--- src/rtl/id_issue_ctrl_pkg.sv ---
// Shared definitions for the ID-stage issue controller: FSM encoding,
// default widths and the source-register field positions in an instruction.
package id_issue_ctrl_pkg;

    localparam int DATA_W_DEF  = 32;
    localparam int RF_AW_DEF   = 5;
    localparam int NUM_FWD_DEF = 3;

    localparam int RS_MSB = 25;
    localparam int RS_LSB = 21;
    localparam int RT_MSB = 20;
    localparam int RT_LSB = 16;

    typedef enum logic {
        ST_RUN  = 1'b0,
        ST_HOLD = 1'b1
    } id_state_e;

endpackage

--- src/rtl/id_fwd_mux.sv ---
// Per-operand forwarding select: lowest-index matching source wins; register 0 never matches.
// Build option ID_FWD_EN: forward bypass data; otherwise any match is reported as a stall hit.
module id_fwd_mux
    import id_issue_ctrl_pkg::*;
#(
    parameter int DATA_W  = DATA_W_DEF,
    parameter int NUM_FWD = NUM_FWD_DEF,
    parameter int RF_AW   = RF_AW_DEF
) (
    input  logic [RF_AW-1:0]          addr,
    input  logic [DATA_W-1:0]         rf_rdata,
    input  logic [NUM_FWD-1:0]        fwd_we,
    input  logic [NUM_FWD-1:0]        fwd_is_load,
    input  logic [NUM_FWD*RF_AW-1:0]  fwd_waddr,
    input  logic [NUM_FWD*DATA_W-1:0] fwd_wdata,
    output logic [DATA_W-1:0]         data,
    output logic                      hit,
    output logic                      hit_is_load
);

    logic [NUM_FWD-1:0] match;

    generate
        for (genvar gi = 0; gi < NUM_FWD; gi++) begin : g_match
            assign match[gi] = fwd_we[gi] && (addr != '0) &&
                               (fwd_waddr[gi*RF_AW +: RF_AW] == addr);
        end
    endgenerate

`ifdef ID_FWD_EN
    // Scan oldest to youngest so the youngest match overwrites earlier ones.
    always_comb begin
        data        = (addr == '0) ? '0 : rf_rdata;
        hit         = 1'b0;
        hit_is_load = 1'b0;
        for (int k = NUM_FWD - 1; k >= 0; k--) begin
            if (match[k]) begin
                data        = fwd_wdata[k*DATA_W +: DATA_W];
                hit         = 1'b1;
                hit_is_load = fwd_is_load[k];
            end
        end
    end
`else
    // Pure interlock: every pending write to the operand stalls issue.
    logic unused_fwd;
    assign unused_fwd  = ^{fwd_is_load, fwd_wdata};
    assign data        = (addr == '0) ? '0 : rf_rdata;
    assign hit         = |match;
    assign hit_is_load = hit;
`endif

endmodule

--- src/rtl/id_issue_ctrl.sv ---
// ID-stage register, instruction buffering across stalls and operand issue control.
// Build option ID_FWD_EN selects operand forwarding; default is a pure interlock.
module id_issue_ctrl
    import id_issue_ctrl_pkg::*;
#(
    parameter int DATA_W  = DATA_W_DEF,
    parameter int NUM_FWD = NUM_FWD_DEF,
    parameter int RF_AW   = RF_AW_DEF
) (
    input  logic                      clk,
    input  logic                      rst,
    input  logic                      hold,
    input  logic                      flush,
    input  logic                      if_valid,
    input  logic [DATA_W-1:0]         if_pc,
    input  logic [31:0]               inst_rdata,
    input  logic                      rs_used,
    input  logic                      rt_used,
    output logic [RF_AW-1:0]          rf_raddr1,
    output logic [RF_AW-1:0]          rf_raddr2,
    input  logic [DATA_W-1:0]         rf_rdata1,
    input  logic [DATA_W-1:0]         rf_rdata2,
    input  logic [NUM_FWD-1:0]        fwd_we,
    input  logic [NUM_FWD-1:0]        fwd_is_load,
    input  logic [NUM_FWD*RF_AW-1:0]  fwd_waddr,
    input  logic [NUM_FWD*DATA_W-1:0] fwd_wdata,
    output logic [DATA_W-1:0]         id_pc,
    output logic [31:0]               id_inst,
    output logic [DATA_W-1:0]         src1,
    output logic [DATA_W-1:0]         src2,
    output logic                      ex_valid,
    output logic                      stallreq
);

    id_state_e         state_q, state_d;
    logic              valid_q, valid_d;
    logic [DATA_W-1:0] pc_q, pc_d;
    logic [31:0]       inst_buf_q, inst_buf_d;

    logic hit1, hit2, hit1_is_load, hit2_is_load;

    always_ff @(posedge clk) begin
        if (rst) begin
            state_q    <= ST_RUN;
            valid_q    <= 1'b0;
            pc_q       <= '0;
            inst_buf_q <= '0;
        end else begin
            state_q    <= state_d;
            valid_q    <= valid_d;
            pc_q       <= pc_d;
            inst_buf_q <= inst_buf_d;
        end
    end

    // The SRAM word is only valid for one cycle, so it is captured on entry to HOLD.
    always_comb begin
        state_d    = state_q;
        valid_d    = valid_q;
        pc_d       = pc_q;
        inst_buf_d = inst_buf_q;
        if (flush) begin
            valid_d = 1'b0;
        end else if (!hold) begin
            valid_d = if_valid;
            pc_d    = if_pc;
        end
        case (state_q)
            ST_RUN: begin
                if (hold && valid_q && !flush) begin
                    state_d    = ST_HOLD;
                    inst_buf_d = inst_rdata;
                end
            end
            ST_HOLD: begin
                if (!hold || flush) begin
                    state_d = ST_RUN;
                end
            end
            default: state_d = ST_RUN;
        endcase
    end

    assign id_pc     = pc_q;
    assign id_inst   = (state_q == ST_HOLD) ? inst_buf_q : inst_rdata;
    assign rf_raddr1 = id_inst[RS_MSB:RS_LSB];
    assign rf_raddr2 = id_inst[RT_MSB:RT_LSB];

    id_fwd_mux #(
        .DATA_W (DATA_W),
        .NUM_FWD(NUM_FWD),
        .RF_AW  (RF_AW)
    ) u_fwd_rs (
        .addr       (rf_raddr1),
        .rf_rdata   (rf_rdata1),
        .fwd_we     (fwd_we),
        .fwd_is_load(fwd_is_load),
        .fwd_waddr  (fwd_waddr),
        .fwd_wdata  (fwd_wdata),
        .data       (src1),
        .hit        (hit1),
        .hit_is_load(hit1_is_load)
    );

    id_fwd_mux #(
        .DATA_W (DATA_W),
        .NUM_FWD(NUM_FWD),
        .RF_AW  (RF_AW)
    ) u_fwd_rt (
        .addr       (rf_raddr2),
        .rf_rdata   (rf_rdata2),
        .fwd_we     (fwd_we),
        .fwd_is_load(fwd_is_load),
        .fwd_waddr  (fwd_waddr),
        .fwd_wdata  (fwd_wdata),
        .data       (src2),
        .hit        (hit2),
        .hit_is_load(hit2_is_load)
    );

    assign stallreq = valid_q && ((rs_used && hit1 && hit1_is_load) ||
                                  (rt_used && hit2 && hit2_is_load));
    assign ex_valid = valid_q && !stallreq && !hold && !flush;

endmodule
--- config.mk ---
export PLATFORM = sky130hd
export DESIGN_NAME = id_issue_ctrl
export DESIGN_NICKNAME = d
export VERILOG_FILES = /design/src/rtl/id_issue_ctrl_pkg.sv /design/src/rtl/id_fwd_mux.sv /design/src/rtl/id_issue_ctrl.sv
export SDC_FILE = /design/constraint.sdc
export NUM_CORES = 1
export LEC_CHECK = 0
export CAP_MARGIN = 25
export CORE_AREA = 5 5 149 151
export DETAILED_ROUTE_END_ITERATION = 10
export DIE_AREA = 0 0 154 156
export SYNTH_ARGS = -nofsm -noshare
export SYNTH_HDL_FRONTEND = slang
export SYNTH_SLANG_ARGS = --single-unit
--- constraint.sdc ---
create_clock -name clk -period 2.1 [get_ports clk]
set_input_delay 0.315 -clock clk [delete_from_list [all_inputs] [get_ports clk]]
set_output_delay 0.315 -clock clk [all_outputs]
set_load 0.02 [all_outputs]
After elaboration in Yosys (flattened, before gate mapping)
Cells that the tools add are included.

storage, ports and cells
  logic and storage cells = 55
  output and inout bits = 140
  bits in registers = 66
  input port bits = 252

cells by class
  bitwise logic cells = 3
  mux-type cells = 6
  reduce and logical (&&, ||, !) cells = 36
  eq/ne operators = 6

operators by type and width
  kind                                count
  2-to-1 mux 32 bit                   3
  == test 5 bit                       6
  logical AND 1 bit                   22
  logical NOT 5 bit                   2
  nonzero test 5 bit                  2
  OR reduction 3 bit                  2
  AND reduction 2 bit                 2
  logical NOT 1 bit                   3
  NOT 1 bit                           3
  logical OR 1 bit                    2
  2-to-1 mux 1 bit                    2
  one-hot mux 1 bit (2 select lines)  1
  OR reduction 2 bit                  1

Longest topological paths before layout
  depth in word-level cells = 13
  mapped depth = 8
  gate-level depth less buffers = 6

Modules after synthesis
Synthesis repeated with hierarchy kept, for this count alone.

unflattened totals
  cells, all modules = 463
  area, all modules = 4230.3 um^2

by module, submodules not included
  module         area each (um^2)  instances  cells each  seq. area each (um^2)
  id_issue_ctrl  3374.5            1          343         1321.3
  id_fwd_mux     427.9             2          60          0.0

Least setup slack after synthesis
No wires, ideal clock.

  path type = register -> output
  start = reg state_q
  end = out ex_valid
  buffers on the path = 2
  stages on the path, launching flop included = 8
  required time = 1785 ps
  path slack = -249 ps
  data arrival time = 2034 ps
  cell sequence = dfxtp_1 buf_6 buf_8 mux2i_4 inv_1 nor3_2 a311oi_2 nor3_1

on the way
  longest elaborated chain between the ends = 13
  elaborated cells on any way between the ends = 33
  those cells by class = 6 x eq/ne; 1 x mux; 26 x reduce/logical

ends and longest elaborated chain
  item                               line                  text
  from (decl)                        id_issue_ctrl.sv:35   id_state_e state_q, state_d;
  from (signal assigned)             id_issue_ctrl.sv:49   state_q <= state_d;
  2-to-1 mux 32 bit *                id_issue_ctrl.sv:85   assign id_inst = (state_q == ST_HOLD) ? inst_buf_q : inst_rdata;
  via id_inst[18]                    id_issue_ctrl.sv:28   output logic [31:0] id_inst,
  nonzero test 5 bit                 id_fwd_mux.sv:25      assign match[gi] = fwd_we[gi] && (addr != '0) &&
  logical AND 1 bit (2 in series)    id_fwd_mux.sv:25
  OR reduction 3 bit *               id_fwd_mux.sv:49      assign hit = |match;
  logical AND 1 bit                  id_issue_ctrl.sv:122  (rt_used && hit2 && hit2_is_load));
  logical AND 1 bit *                id_issue_ctrl.sv:122
  logical OR 1 bit *                 id_issue_ctrl.sv:121  assign stallreq = valid_q && ((rs_used && hit1 && hit1_is_load) ||
  logical AND 1 bit *                id_issue_ctrl.sv:121
  logical NOT 1 bit *                id_issue_ctrl.sv:123  assign ex_valid = valid_q && !stallreq && !hold && !flush;
  logical AND 1 bit * (3 in series)  id_issue_ctrl.sv:123
  to (decl)                          id_issue_ctrl.sv:31   output logic ex_valid,

The timed path passes the listed nets; every way through them passes the cells marked *.

Worst setup path after layout
  start = reg state_q
  end = out stallreq

on the way
  longest elaborated chain between the ends = 9
  elaborated cells on any way between the ends = 29
  those cells by class = 6 x eq/ne; 1 x mux; 22 x reduce/logical

ends and longest elaborated chain
  item                                                       line                                        text
  2-to-1 mux 32 bit *                                        id_issue_ctrl.sv:85
  nonzero test 5 bit                                         id_fwd_mux.sv:25
  logical AND 1 bit (2 in series)                            id_fwd_mux.sv:25
  OR reduction 3 bit                                         id_fwd_mux.sv:49
  logical AND 1 bit, on equally long branches (2 in series)  id_issue_ctrl.sv:121, id_issue_ctrl.sv:122
  logical OR 1 bit *                                         id_issue_ctrl.sv:121
  logical AND 1 bit *                                        id_issue_ctrl.sv:121
  to (decl)                                                  id_issue_ctrl.sv:32                         output logic stallreq

Mark *: on every way between the ends. The rest lies on a longest branch, timed or not.

==> summary.txt <==
Status
  – Status: finished with violations
  – Failing checks: setup timing

Routing
  – First-pass iteration count of the detailed router: 4
  – ANT nets after route: 0
  – DR vias/cell: 4.070
  – Wire length per cell: 17.48 um
  – Drt drc: 0
  – Vias post-DR: 4392
  – Total wire length: 18860 um
  – Iter 0 DRT Violations: 150

Synth
  – Synth cell types: 27
  – Count leader, synth: nand2_1
  – Top cells by count, synth: 130 x nand2_1, 66 x dfxtp_1, 64 x a21oi_1, 64 x nor2b_1, 29 x clkbuf_1
  – Largest area contributor in the netlist: dfxtp_1
  – Syn Area/Cell: 7.888 um^2
  – Flops & latches, synth: 66
  – EDFF count, synth: 0
  – Syn_nets: 719
  – Synthesized cell area: 3684 um^2
  – Sequential area share after synthesis: 0.3587
  – Mapped Cells: 467
  – Post-synth ARST share: 0
  – Synth area leaders: dfxtp_1 36%, nand2_1 13%, nor2b_1 11%
  – Top FF cell, synth: dfxtp_1
  – Synth warn: 0
  – Top cell type's share of synthesized area: 0.3587

STA
  – Fmax: 348.6 MHz
  – Max-slew headroom: 0.5716
  – Fin crit share: 1.366
  – Final setup fails: 67
  – RSZ-0062 raised after global routing: yes
  – Tmin final: 2869 ps
  – Hold Slack: 389.7 ps
  – Worst slew pin tran: 642.5 ps
  – TNS Setup: -34190 ps
  – Post-route setup slack: -769.0 ps
  – Slew Limit Fails: 0
  – Hold Vio Cnt, Final: 0
  – Final setup skew: 7.753 ps

Cells and area
  – Area grow syn2layout: 105.4%
  – Ant diodes: 0
  – Final net count: 1051
  – Layout cells sized above 1: 0.2736
  – Final Cell Area: 7566 um^2

Global routing
  – GRT Resource Usage Total: 0.1494
  – Vias in the first global route: 4459
  – First-pass GRT wire length: 27390 um
  – Largest net degree at the start of global routing: 33
  – Antenna violations before repair: 0
  – GR Overflow Total: 0

Placement
  – Placed cell areas: 7063 um^2
  – PortBufs: 292
  – Final HPWL DP: 14410 um
  – Routability cong.: 0.8599
  – Pre-CTS setup slack: -577.9 ps

Setup path
  – CP max stage cell: dfxtp_4
  – Worst-path cell chain: buf_12, buf_12, mux2i_4, buf_12, xnor2_1, nor4_2, nand3_1, a311oi_2, o21a_2, buf_6
  – Crit path max fanout: 7
  – CP delay by family, top: compound AO/OA/AOI/OAI gates
  – Critical path's largest stage delay: 360 ps
  – Startpoint Class: register
  – Req. time, crit path: 1780 ps
  – WP data arrival: 2550 ps
  – CP Buf/Inv Count: 4
  – Critical Path Sink Type: output pin
  – Setup CP Type: register to output pin
  – Most common cell on crit path: buf_12

Clock network
  – Hold buffer count at CTS: 0
  – H-Tree Depth: 3
  – Max clock buf depth: 2
  – Clk_lat worst skew: 340 ps
  – Worst-path clk slew: 60 ps
  – CTS tree: yes
  – Root buffer cell: clkbuf_16
  – Total clock sinks: 66
  – Total CTS buffers: 9

Floorplanning
  – Initial core utilization: 0.1780
  – Die area: 24020 um^2
  – Die Ht: 156 um
  – Site Rows: 53
  – Core box area: 20690 um^2
  – Die width: 154 um
  – Io pins: 392

Power
  – Clk pwr share: 0.423
  – P per Cell Area: 559.1 nW/um^2
  – Psw: 1.170 mW
  – Internal: 3.061 mW
  – Share of total power in sequential cells: 0.308
  – Total design power: 4.230 mW
  – Combinational share of power: 0.270
  – Net Sw Frac: 0.2765
  – Leakage: 2.986 nW
  – Max IR drop VDD: 377.4 uV

Worst hold path
  – Worst Hold Class: input pin to register

Job
  – Max-cap violations: 0
[routing by layer]
metal / up-vias / track usage / wire [um]
met5: - / 0 / 0
met1: 2016 / 0.1764 / 7772
li1: 2161 / - / -
met4: 0 / 0.03196 / 223
met3: 15 / 0.08044 / 2203
met2: 200 / 0.2413 / 8660
[repair_timing]
item | CTS | global route
setup buffers | 25 | 8
resized for setup | 266 | 87
pin swaps | 7 | 9
endpoints found under the setup margin | 105 | 83
cloned | 2 | 1
[cells by family (layout without fill, tap and decap cells)]
group                     count (synthesis)  after routing  share of synthesized area
and+or+nand+nor                         218            218                     0.2850
AOI/OAI and AO/OA                        68             68                    0.09919
buffers and inverters                    53            390                    0.06929
muxes                                    32             32                     0.1165
xor gates and xnor gates                 30             30                    0.07133
DFF                                      66             66                     0.3587
[stage by stage]
stage          instances  utilization
2_1_floorplan        467            -
3_3_place_gp        1030       0.3414
3_5_place_dp        1030       0.3414
4_1_cts             1072       0.3662
5_1_grt             1079       0.3657
6_report            1079       0.3657
[placed cells by master, fill, tap and decap left out, drive strengths merged, types with 8 or more instances in the layout]
cell / Yosys / layout
a21oi: 64 / 64
buf: 12 / 132
clkbuf: 29 / 29
clkdlybuf4s50: 0 / 183
dfxtp: 66 / 66
dlygate4sd2: 0 / 26
inv: 12 / 14
mux2: 22 / 22
mux2i: 10 / 10
nand2: 130 / 130
nand3: 8 / 8
nor2b: 64 / 64
xnor2: 24 / 24
[state kept, by name, summed over array words and instances (netlist names)]
signal      count
state_q         1
valid_q         1
inst_buf_q     32
id_pc          32
[worst register-to-register path, stage by stage (launching register included)]
cell and delay (ps):
dfxtp_4 350, buf_4 140, buf_6 160, or3_1 370, buf_4 260, nand2_1 130
a21oi_1 60
[power groups by stage]
stage                     Combinational (mW)  Clock [mW]  Sequential [mW]
after global placement                  1.18           0             1.33
after global routing                    1.21        1.90             1.30
after floorplan                        0.429           0             1.36
after CTS                               1.14        1.87             1.30
after detailed placement                1.17           0             1.33
final                                   1.14        1.79             1.30
[cell type report]
| type | instances | area, um^2 |
|---|---|---|
| tap | 275 | 344.1 |
| multi-input combinational | 348 | 2183 |
| clock buffer | 9 | 225.2 |
| timing repair buffer | 362 | 3319 |
| sequential | 66 | 1325 |
| clock inverter | 7 | 123.9 |
| fill | 2162 | 13120 |
| inverter | 12 | 45.04 |
[final timing paths]
kind | startpoint | end | slack [ps] | cells after the start
setup / recovery | state_q | stallreq | -770 | 10
hold reg to reg | inst_buf_q[30] | inst_buf_q[30] | 450 | 2
setup reg to reg | state_q | inst_buf_q[26] | 500 | 6
hold / removal | rst | inst_buf_q[30] | 390 | 2
No activity file was read; power rests on OpenSTA's default activity.
